## src/rtl/deser_frame_ctrl_pkg.sv

```systemverilog
// Shared types and constants for the deserializer frame controller.
// Holds the FSM state encoding and the bit-counter width helper.
package deser_frame_ctrl_pkg;

    localparam int DEF_LENGTH = 24;
    localparam int DEF_ERR_W  = 8;

    localparam logic [1:0] IDLE  = 2'd0;
    localparam logic [1:0] HUNT  = 2'd1;
    localparam logic [1:0] SHIFT = 2'd2;

    typedef enum logic [1:0] {
        ST_IDLE  = IDLE,
        ST_HUNT  = HUNT,
        ST_SHIFT = SHIFT
    } state_t;

    function automatic int cnt_width(input int len);
        return (len > 2) ? $clog2(len) : 1;
    endfunction

endpackage

```

## src/rtl/deser_frame_ctrl_if.sv

```systemverilog
// Sample hand-off bus between the frame controller and the FIR core.
// The master holds the sample; the slave supplies ready.
interface deser_frame_ctrl_if
    import deser_frame_ctrl_pkg::*;
#(
    parameter int LENGTH = DEF_LENGTH
);

    logic [LENGTH-1:0] ov_sample;
    logic              o_sample_valid;
    logic              i_sample_ready;

    modport master (
        output ov_sample,
        output o_sample_valid,
        input  i_sample_ready
    );

    modport slave (
        input  ov_sample,
        input  o_sample_valid,
        output i_sample_ready
    );

endinterface

```

## src/rtl/deser_frame_ctrl_sample_buf.sv

```systemverilog
// One-entry holding register fed by rising edges of the deserializer
// word-valid level, with valid/ready hand-off and overrun detection.
module deser_sample_buf
    import deser_frame_ctrl_pkg::*;
#(
    parameter int LENGTH = DEF_LENGTH
) (
    input  logic              i_clk,
    input  logic              i_rst,
    input  logic [LENGTH-1:0] iv_dout,
    input  logic              i_dout_valid,
    deser_frame_ctrl_if.master smp,
    output logic              o_overrun
);

    logic dout_valid_q;
    logic capture;

    assign capture = i_dout_valid & ~dout_valid_q;

    always_ff @(posedge i_clk or posedge i_rst) begin
        if (i_rst) begin
            dout_valid_q       <= 1'b0;
            smp.ov_sample      <= '0;
            smp.o_sample_valid <= 1'b0;
            o_overrun          <= 1'b0;
        end else begin
            dout_valid_q <= i_dout_valid;
            o_overrun    <= 1'b0;
            if (capture) begin
                // A full buffer only takes the new word if it drains now.
                if (!smp.o_sample_valid || smp.i_sample_ready) begin
                    smp.ov_sample      <= iv_dout;
                    smp.o_sample_valid <= 1'b1;
                end else begin
                    o_overrun <= 1'b1;
                end
            end else if (smp.i_sample_ready) begin
                smp.o_sample_valid <= 1'b0;
            end
        end
    end

endmodule

```

## src/rtl/deser_frame_ctrl.sv

```systemverilog
// Frames an LSB-first serial stream for the deserializer and hands the
// captured words to the FIR core; counts framing errors and overruns.
module deser_frame_ctrl
    import deser_frame_ctrl_pkg::*;
#(
    parameter int LENGTH = DEF_LENGTH,
    parameter int ERR_W  = DEF_ERR_W
) (
    input  logic              i_clk,
    input  logic              i_rst,
    input  logic              i_run,
    input  logic              i_bit_stb,
    input  logic              i_sdata,
    input  logic              i_frame_sync,
    output logic              o_deser_en,
    output logic              o_deser_din,
    output logic              o_deser_din_valid,
    input  logic [LENGTH-1:0] iv_deser_dout,
    input  logic              i_deser_dout_valid,
    deser_frame_ctrl_if.master smp,
    output logic              o_frame_err,
    output logic              o_overrun,
    output logic [ERR_W-1:0]  ov_err_cnt
);

    localparam int CNT_W = cnt_width(LENGTH);
    localparam logic [CNT_W-1:0] LAST = CNT_W'(LENGTH - 1);

    state_t           state;
    state_t           state_n;
    logic [CNT_W-1:0] bit_cnt;
    logic [CNT_W-1:0] cnt_n;
    logic             fwd;
    logic             last;
    logic             ferr;
    logic [ERR_W:0]   err_sum;

    always_ff @(posedge i_clk or posedge i_rst) begin
        if (i_rst) begin
            state   <= ST_IDLE;
            bit_cnt <= '0;
        end else begin
            state   <= state_n;
            bit_cnt <= cnt_n;
        end
    end

    always_comb begin
        state_n = state;
        cnt_n   = bit_cnt;
        fwd     = 1'b0;
        last    = 1'b0;
        ferr    = 1'b0;
        if (!i_run) begin
            state_n = ST_IDLE;
            cnt_n   = '0;
        end else begin
            unique case (state)
                ST_IDLE: begin
                    state_n = ST_HUNT;
                    cnt_n   = '0;
                end
                ST_HUNT: begin
                    if (i_bit_stb && i_frame_sync) begin
                        fwd     = 1'b1;
                        cnt_n   = CNT_W'(1);
                        state_n = ST_SHIFT;
                    end
                end
                ST_SHIFT: begin
                    if (i_bit_stb) begin
                        if (bit_cnt == '0 && !i_frame_sync) begin
                            ferr    = 1'b1;
                            cnt_n   = '0;
                            state_n = ST_HUNT;
                        end else if (i_frame_sync) begin
                            // Partial bits get shifted out before the next word-valid.
                            fwd   = 1'b1;
                            ferr  = (bit_cnt != '0);
                            cnt_n = CNT_W'(1);
                        end else begin
                            fwd = 1'b1;
                            if (bit_cnt == LAST) begin
                                last  = 1'b1;
                                cnt_n = '0;
                            end else begin
                                cnt_n = bit_cnt + 1'b1;
                            end
                        end
                    end
                end
                default: begin
                    state_n = ST_IDLE;
                    cnt_n   = '0;
                end
            endcase
        end
    end

    assign err_sum = {1'b0, ov_err_cnt}
                   + {{ERR_W{1'b0}}, o_frame_err}
                   + {{ERR_W{1'b0}}, o_overrun};

    always_ff @(posedge i_clk or posedge i_rst) begin
        if (i_rst) begin
            o_deser_en        <= 1'b0;
            o_deser_din       <= 1'b0;
            o_deser_din_valid <= 1'b0;
            o_frame_err       <= 1'b0;
            ov_err_cnt        <= '0;
        end else begin
            o_deser_en        <= fwd;
            o_deser_din       <= fwd & i_sdata;
            o_deser_din_valid <= last;
            o_frame_err       <= ferr;
            ov_err_cnt        <= err_sum[ERR_W] ? '1 : err_sum[ERR_W-1:0];
        end
    end

    deser_sample_buf #(
        .LENGTH (LENGTH)
    ) u_buf (
        .i_clk        (i_clk),
        .i_rst        (i_rst),
        .iv_dout      (iv_deser_dout),
        .i_dout_valid (i_deser_dout_valid),
        .smp          (smp),
        .o_overrun    (o_overrun)
    );

endmodule

```

## src/flat_wrapper.sv

```systemverilog
// flat-port wrapper written by rule: the top's interface ports become plain ports
module deser_frame_ctrl_flat import deser_frame_ctrl_pkg::*;
#(
    parameter int LENGTH = DEF_LENGTH,
    parameter int ERR_W  = DEF_ERR_W
)
  (i_clk, i_rst, i_run, i_bit_stb, i_sdata, i_frame_sync, o_deser_en, o_deser_din, o_deser_din_valid, iv_deser_dout, i_deser_dout_valid, o_frame_err, o_overrun, ov_err_cnt, smp_ov_sample, smp_o_sample_valid, smp_i_sample_ready);
  deser_frame_ctrl_if #(.LENGTH(LENGTH)) smp_i ();
  input  logic i_clk;
  input  logic i_rst;
  input  logic i_run;
  input  logic i_bit_stb;
  input  logic i_sdata;
  input  logic i_frame_sync;
  output logic o_deser_en;
  output logic o_deser_din;
  output logic o_deser_din_valid;
  input  logic [LENGTH-1:0] iv_deser_dout;
  input  logic i_deser_dout_valid;
  output logic o_frame_err;
  output logic o_overrun;
  output logic [ERR_W-1:0] ov_err_cnt;
  output wire logic [$bits(smp_i.ov_sample)-1:0] smp_ov_sample;
  output wire logic [$bits(smp_i.o_sample_valid)-1:0] smp_o_sample_valid;
  input wire logic [$bits(smp_i.i_sample_ready)-1:0] smp_i_sample_ready;
  assign smp_ov_sample = smp_i.ov_sample;
  assign smp_o_sample_valid = smp_i.o_sample_valid;
  assign smp_i.i_sample_ready = smp_i_sample_ready;
  deser_frame_ctrl #(.LENGTH(LENGTH), .ERR_W(ERR_W)) u_core (.i_clk(i_clk), .i_rst(i_rst), .i_run(i_run), .i_bit_stb(i_bit_stb), .i_sdata(i_sdata), .i_frame_sync(i_frame_sync), .o_deser_en(o_deser_en), .o_deser_din(o_deser_din), .o_deser_din_valid(o_deser_din_valid), .iv_deser_dout(iv_deser_dout), .i_deser_dout_valid(i_deser_dout_valid), .smp(smp_i), .o_frame_err(o_frame_err), .o_overrun(o_overrun), .ov_err_cnt(ov_err_cnt));
endmodule
```

## config.mk

```make
export PLATFORM = sky130hd
export DESIGN_NAME = deser_frame_ctrl_flat
export DESIGN_NICKNAME = d
export VERILOG_FILES = /design/src/rtl/deser_frame_ctrl_pkg.sv /design/src/rtl/deser_frame_ctrl_if.sv /design/src/rtl/deser_frame_ctrl_sample_buf.sv /design/src/rtl/deser_frame_ctrl.sv /design/src/flat_wrapper.sv
export SDC_FILE = /design/constraint.sdc
export NUM_CORES = 1
export LEC_CHECK = 0
export ABC_CLOCK_PERIOD_IN_PS = 5100
export BUFFER_PORTS_ARGS = -buffer_cell sky130_fd_sc_hd__buf_2
export CORE_ASPECT_RATIO = 1.5
export CORE_MARGIN = 2
export CORE_UTILIZATION = 53
export CTS_CLUSTER_SIZE = 30
export DETAILED_ROUTE_END_ITERATION = 10
export HOLD_SLACK_MARGIN = 0.1
export PLACE_DENSITY = 0.83
export SETUP_SLACK_MARGIN = 0.5
export SLEW_MARGIN = 30
export SYNTH_ARGS = -nofsm -noshare
export SYNTH_HDL_FRONTEND = slang
export SYNTH_SLANG_ARGS = --single-unit
export TNS_END_PERCENT = 5
```

## constraint.sdc

```tcl
create_clock -name i_clk -period 5.1 [get_ports i_clk]
set_input_delay 1.02 -clock i_clk [delete_from_list [all_inputs] [get_ports i_clk]]
set_output_delay 1.02 -clock i_clk [all_outputs]
set_load 0.005 [all_outputs]
```

## After elaboration in Yosys (flattened, before gate mapping)

Index checks and enable logic that the tools add are counted.

- Register bits: 46
- Input bits: 32
- Output and inout bits: 38
- Word-level logic and storage cells: 71

- Add/sub/neg operators: 3
- Equal/unequal tests: 7
- Multiplexer cells: 34
- Bitwise logic cells: 3
- Reduce and logical (&&, ||, !) cells: 13

Operator list:

| cell | number |
|---|---|
| $mux 5 | 6 |
| $mux 1 | 20 |
| $pmux 5 s2 | 1 |
| $add 8x1->9 | 1 |
| $add 9x1->9 | 1 |
| $mux 2 | 4 |
| $mux 8 | 1 |
| $ne 3x2->1 const B | 2 |
| $pmux 2 s3 | 1 |
| $reduce_and 2->1 | 3 |
| $add 5x1->5 const B | 1 |
| $eq 5x5->1 const B | 1 |
| $logic_not 5->1 | 1 |
| $reduce_bool 5->1 | 1 |
| $ne 3x3->1 const B | 1 |
| $reduce_and 3->1 | 1 |
| $and 1x1->1 | 2 |
| $eq 2x1->1 const B | 1 |
| $eq 2x2->1 const B | 1 |
| $logic_and 1x1->1 | 2 |
| $logic_not 1->1 | 2 |
| $logic_not 2->1 | 1 |
| $ne 2x1->1 const B | 1 |
| $pmux 1 s2 | 1 |
| other kinds (3) | 3 |

## Depth between registers and ports, before layout

- Word-level depth: 7
- Gate-level depth with buffers: 8
- Gate-level depth less buffers: 8

## Hierarchy

A second synthesis with hierarchy kept.

- Cell total of the unflattened synthesis: 169
- Area total of the unflattened synthesis: 2172.1 um2

Modules (own cells, without submodules):

| module | instances | cells each | area an instance (um2) | seq. area each (um2) |
|---|---|---|---|---|
| deser_sample_buf | 1 | 60 | 1124.8 | 675.6 |
| deser_frame_ctrl | 1 | 109 | 1047.3 | 475.5 |

## Least setup slack after synthesis

No wires, ideal clock.

- Path type: input to register
- Start point: input smp_i_sample_ready
- End point: register u_core.u_buf.smp.ov_sample[0]
- Setup time: 0.125 ns
- Arrival: 1.852 ns
- Required time: 4.975 ns
- Path slack: 3.123 ns
- Stages: 5
- Buffers on the path: 2
- Cell sequence: nand2b_4 > nor2b_1 > buf_6 > buf_6 > mux2_2

- Cells in the longest elaborated chain, start to end: 2

RTL lines:

| item | line | RTL |
|---|---|---|
| start: declaration | flat_wrapper.sv:25 | `input wire logic [$bits(smp_i.i_sample_ready)-1:0] smp_i_sample_ready;` |
| $logic_or 1x1->1 | deser_frame_ctrl_sample_buf.sv:32 | `if (!smp.o_sample_valid \|\| smp.i_sample_ready) begin` |
| $reduce_and 2->1 (no line) | -- |  |
| end signal: assignment | deser_frame_ctrl_sample_buf.sv:33 | `smp.ov_sample <= iv_dout;` |
| end: declaration | deser_frame_ctrl_if.sv:14 | `output ov_sample,` |

Every way passes these cells.
A chain may end at the register's enable or synchronous reset.

## Final worst setup path

- Start point: input smp_i_sample_ready
- End point: register u_core.u_buf.smp.ov_sample[8]

Same word-level chain as after synthesis.

==> flow_summary.yaml <==
status:
  status: "finished clean"
yosys:
  synth-warning-count: 0
  synth.area.top_cells: "dfrtp_1 (55%), mux2_2 (13%), ha_1 (4.8%), inv_1 (2.3%), nand2_1 (2.3%)"
  netlist.top_cell.by_area: "dfrtp_1"
  synth_flop_cell: "dfrtp_1"
  synth.yosys.seq_area_share_pct: 55.3
  ys_top_cells_by_count: "dfrtp_1 (46), mux2_2 (24), inv_1 (13), nand2_1 (13), ha_1 (8)"
  syn-cell-area_um2: 2080
  netlist_instances: 163
  yosys_register_bits: 46
  synth_top_area_share_pct: 55.3
  synth-async-reset-ratio_pct: 100
  syn_area_per_cell_um2: 12.8
  synth-edff-count: 0
  postSynthNetCount: 204
  post-synth-top-count-cell: "dfrtp_1"
  yosys.cell_types.count: 42
setup_path:
  timing_worst_setup_path_type: "input port to flop"
  crit_path_arrival_time_ps: 2200
  critical_path_cell_with_the_highest_stage_delay: "nor2b_4"
  critPathCaptureType: "flop"
  critPathTopFamily: "simple AND/OR/NAND/NOR gates"
  cp_cell_sequence: "buf_2 -> nand2b_4 -> nor2b_4 -> mux2_2"
  slowest_delay_ps: 540
  timing.critical_path.fanout_max: 24
  cp.required_ps: 5290
  worstSetupStartpointType: "input port"
  buf_inv_stages_crit_path: 1
cells_and_area:
  antennaDiodeCount: 0
  flow.area_growth_from_synthesis_pct: 23.2
  post_route_cells_drive_above_1_share_pct: 46.0
  final_net_count: 277
  fin_area_um2: 2560
detailed_routing:
  routed_wirelength_um: 3940
  vias: 1505
  detail_route.iter0.violations: 11
  drt_drc_violations_left: 0
  detail_route.first_pass.iterations: 4
  drt.antenna.violating_nets: 0
  wl_per_cell_um: 14.1
  drt-vias-per-instance: 5.38
placement:
  dpl.hpwl_um: 2990
  dpl-instance-area_um2: 2450
  port_buffers: 69
  routabilityCongestion: 0.787
grt:
  grt_pass1_wl_um: 6310
  number_of_global_route_vias_before_repair: 1503
  grt_usage_pct: 20.0
  globalRouteOverflowTotal: 0
  number_of_antenna_violations_at_the_first_check_in_global_routing: 0
  grt_start_max_net_pins: 47
timing:
  finalWorstPathRequiredPeriod_ps: 2010
  worst_slew_margin_rel_pct: 49.9
  max_freq_mhz: 498
  final-setup-viol-count: 0
  slew_viol_final: 0
  timing.clock.skew_ps: 6.30
  finalCritPeriodShare_pct: 39.4
  finalHoldViolations: 0
  tightest_slew_ps: 750
  rsz0062_at_grt: "false"
  final.setup.tns_ps: 0
clock_network:
  ctsResizeCount: 0
  cts-root-to-sink-buffers: 2
  cts_setup_buffers: 0
  htreeDepth: 2
  clock_root_buffer: "clkbuf_8"
  cts_tree: "yes"
  clk-insertion-delay-late_ps: 300
  clock-sinks: 46
  cts-buffers-inserted: 5
  cts.clk_slew.worst_paths_ps: 80
  holdBufCountCts: 0
floorplanning:
  floorplan.core_area_um2: 3720
  die_h_um: 80.8
  fp.dieArea_um2: 4460
  row_count: 27
  pin_count: 70
  effective_utilization_at_floorplan_pct: 56.0
  die_width_um: 55.2
pwr:
  power_mw: 0.958
  power_leakage_nw: 1.32
  max-vdd-ir-drop_mv: 0.252
  pwr_density_cell_nw_per_um2: 373
flow_run:
  timing.max_cap.violations: 0
worst_hold_path:
  hp-class: "flop to flop"
stage by stage:
step           util, %  std cells  hold slack (ps)  worst slack (ps)
2_1_floorplan        -        163              496              2990
5_1_grt           69.0        280              528              3020
3_5_place_dp      66.1        272              490              2760
6_report          69.0        280              505              3090
4_1_cts           69.0        280              509              3070
3_3_place_gp      65.9        272              484              2430
registers in the layout, summed over array words and instances, names as in the netlist, 2 cells and up:
register,flops
u_core.u_buf.smp.ov_sample,24
u_core.ov_err_cnt,8
u_core.bit_cnt,5
u_core.state,2
power breakdown:
part	internal, mW	leakage, nW	switching (mW)
registers	0.423	0.577	0.0390
logic	0.119	0.687	0.113
clock network	0.144	0.0579	0.120
layer usage:
| metal | vias up | routed length (um) | GRT usage [%] |
|---|---|---|---|
| met2 | 50 | 2130 | 35.7 |
| met3 | 10 | 267 | 5.70 |
| met1 | 736 | 1430 | 19.9 |
| li1 | 709 | - | - |
| met4 | 0 | 106 | 10.5 |
| met5 | - | 0 | 0 |
cell families after synthesis:
family	share of synthesized area [%]
fa+ha+maj	5.77
compound gates	6.37
simple gates	13.4
xor+xnor	1.26
mux	13.9
flops	55.3
buf+inv	3.97
layout by cell type, fill, tap and decap left out, types with 3 or more instances in the layout:
master and count:
nand2_1 13, mux2_2 24, a21oi_1 4, ha_1 8, clkbuf_8 5, nand2b_1 3
clkinv_2 3, inv_1 12, dfrtp_1 46, buf_2 69, nor2_1 6, nand4_1 3
area by class of cell:
cell class	count	area, um2
well taps	43	53.8
flip-flops and latches	46	1150
inverters	13	50.0
repair buffers	69	345
multi-input cells	101	856
clock buffers	5	68.8
fillers	315	1150
clock inverters	3	40.0
worst paths after layout:
kind                       slack [ps]                            from  depth (start not counted)                        endpoint
min in group asynchronous         820                           i_rst                          2   u_core.u_buf.smp.ov_sample[4]
hold / removal                    510  u_core.u_buf.smp.ov_sample[21]                          1  u_core.u_buf.smp.ov_sample[21]
hold reg to reg                   510  u_core.u_buf.smp.ov_sample[21]                          1  u_core.u_buf.smp.ov_sample[21]
max in group asynchronous        3820                           i_rst                          2  u_core.u_buf.smp.ov_sample[19]
setup / recovery                 3090              smp_i_sample_ready                          4   u_core.u_buf.smp.ov_sample[8]
setup reg to reg                 3200               u_core.bit_cnt[0]                          8               u_core.bit_cnt[1]
(Power assumes the default switching activity.)
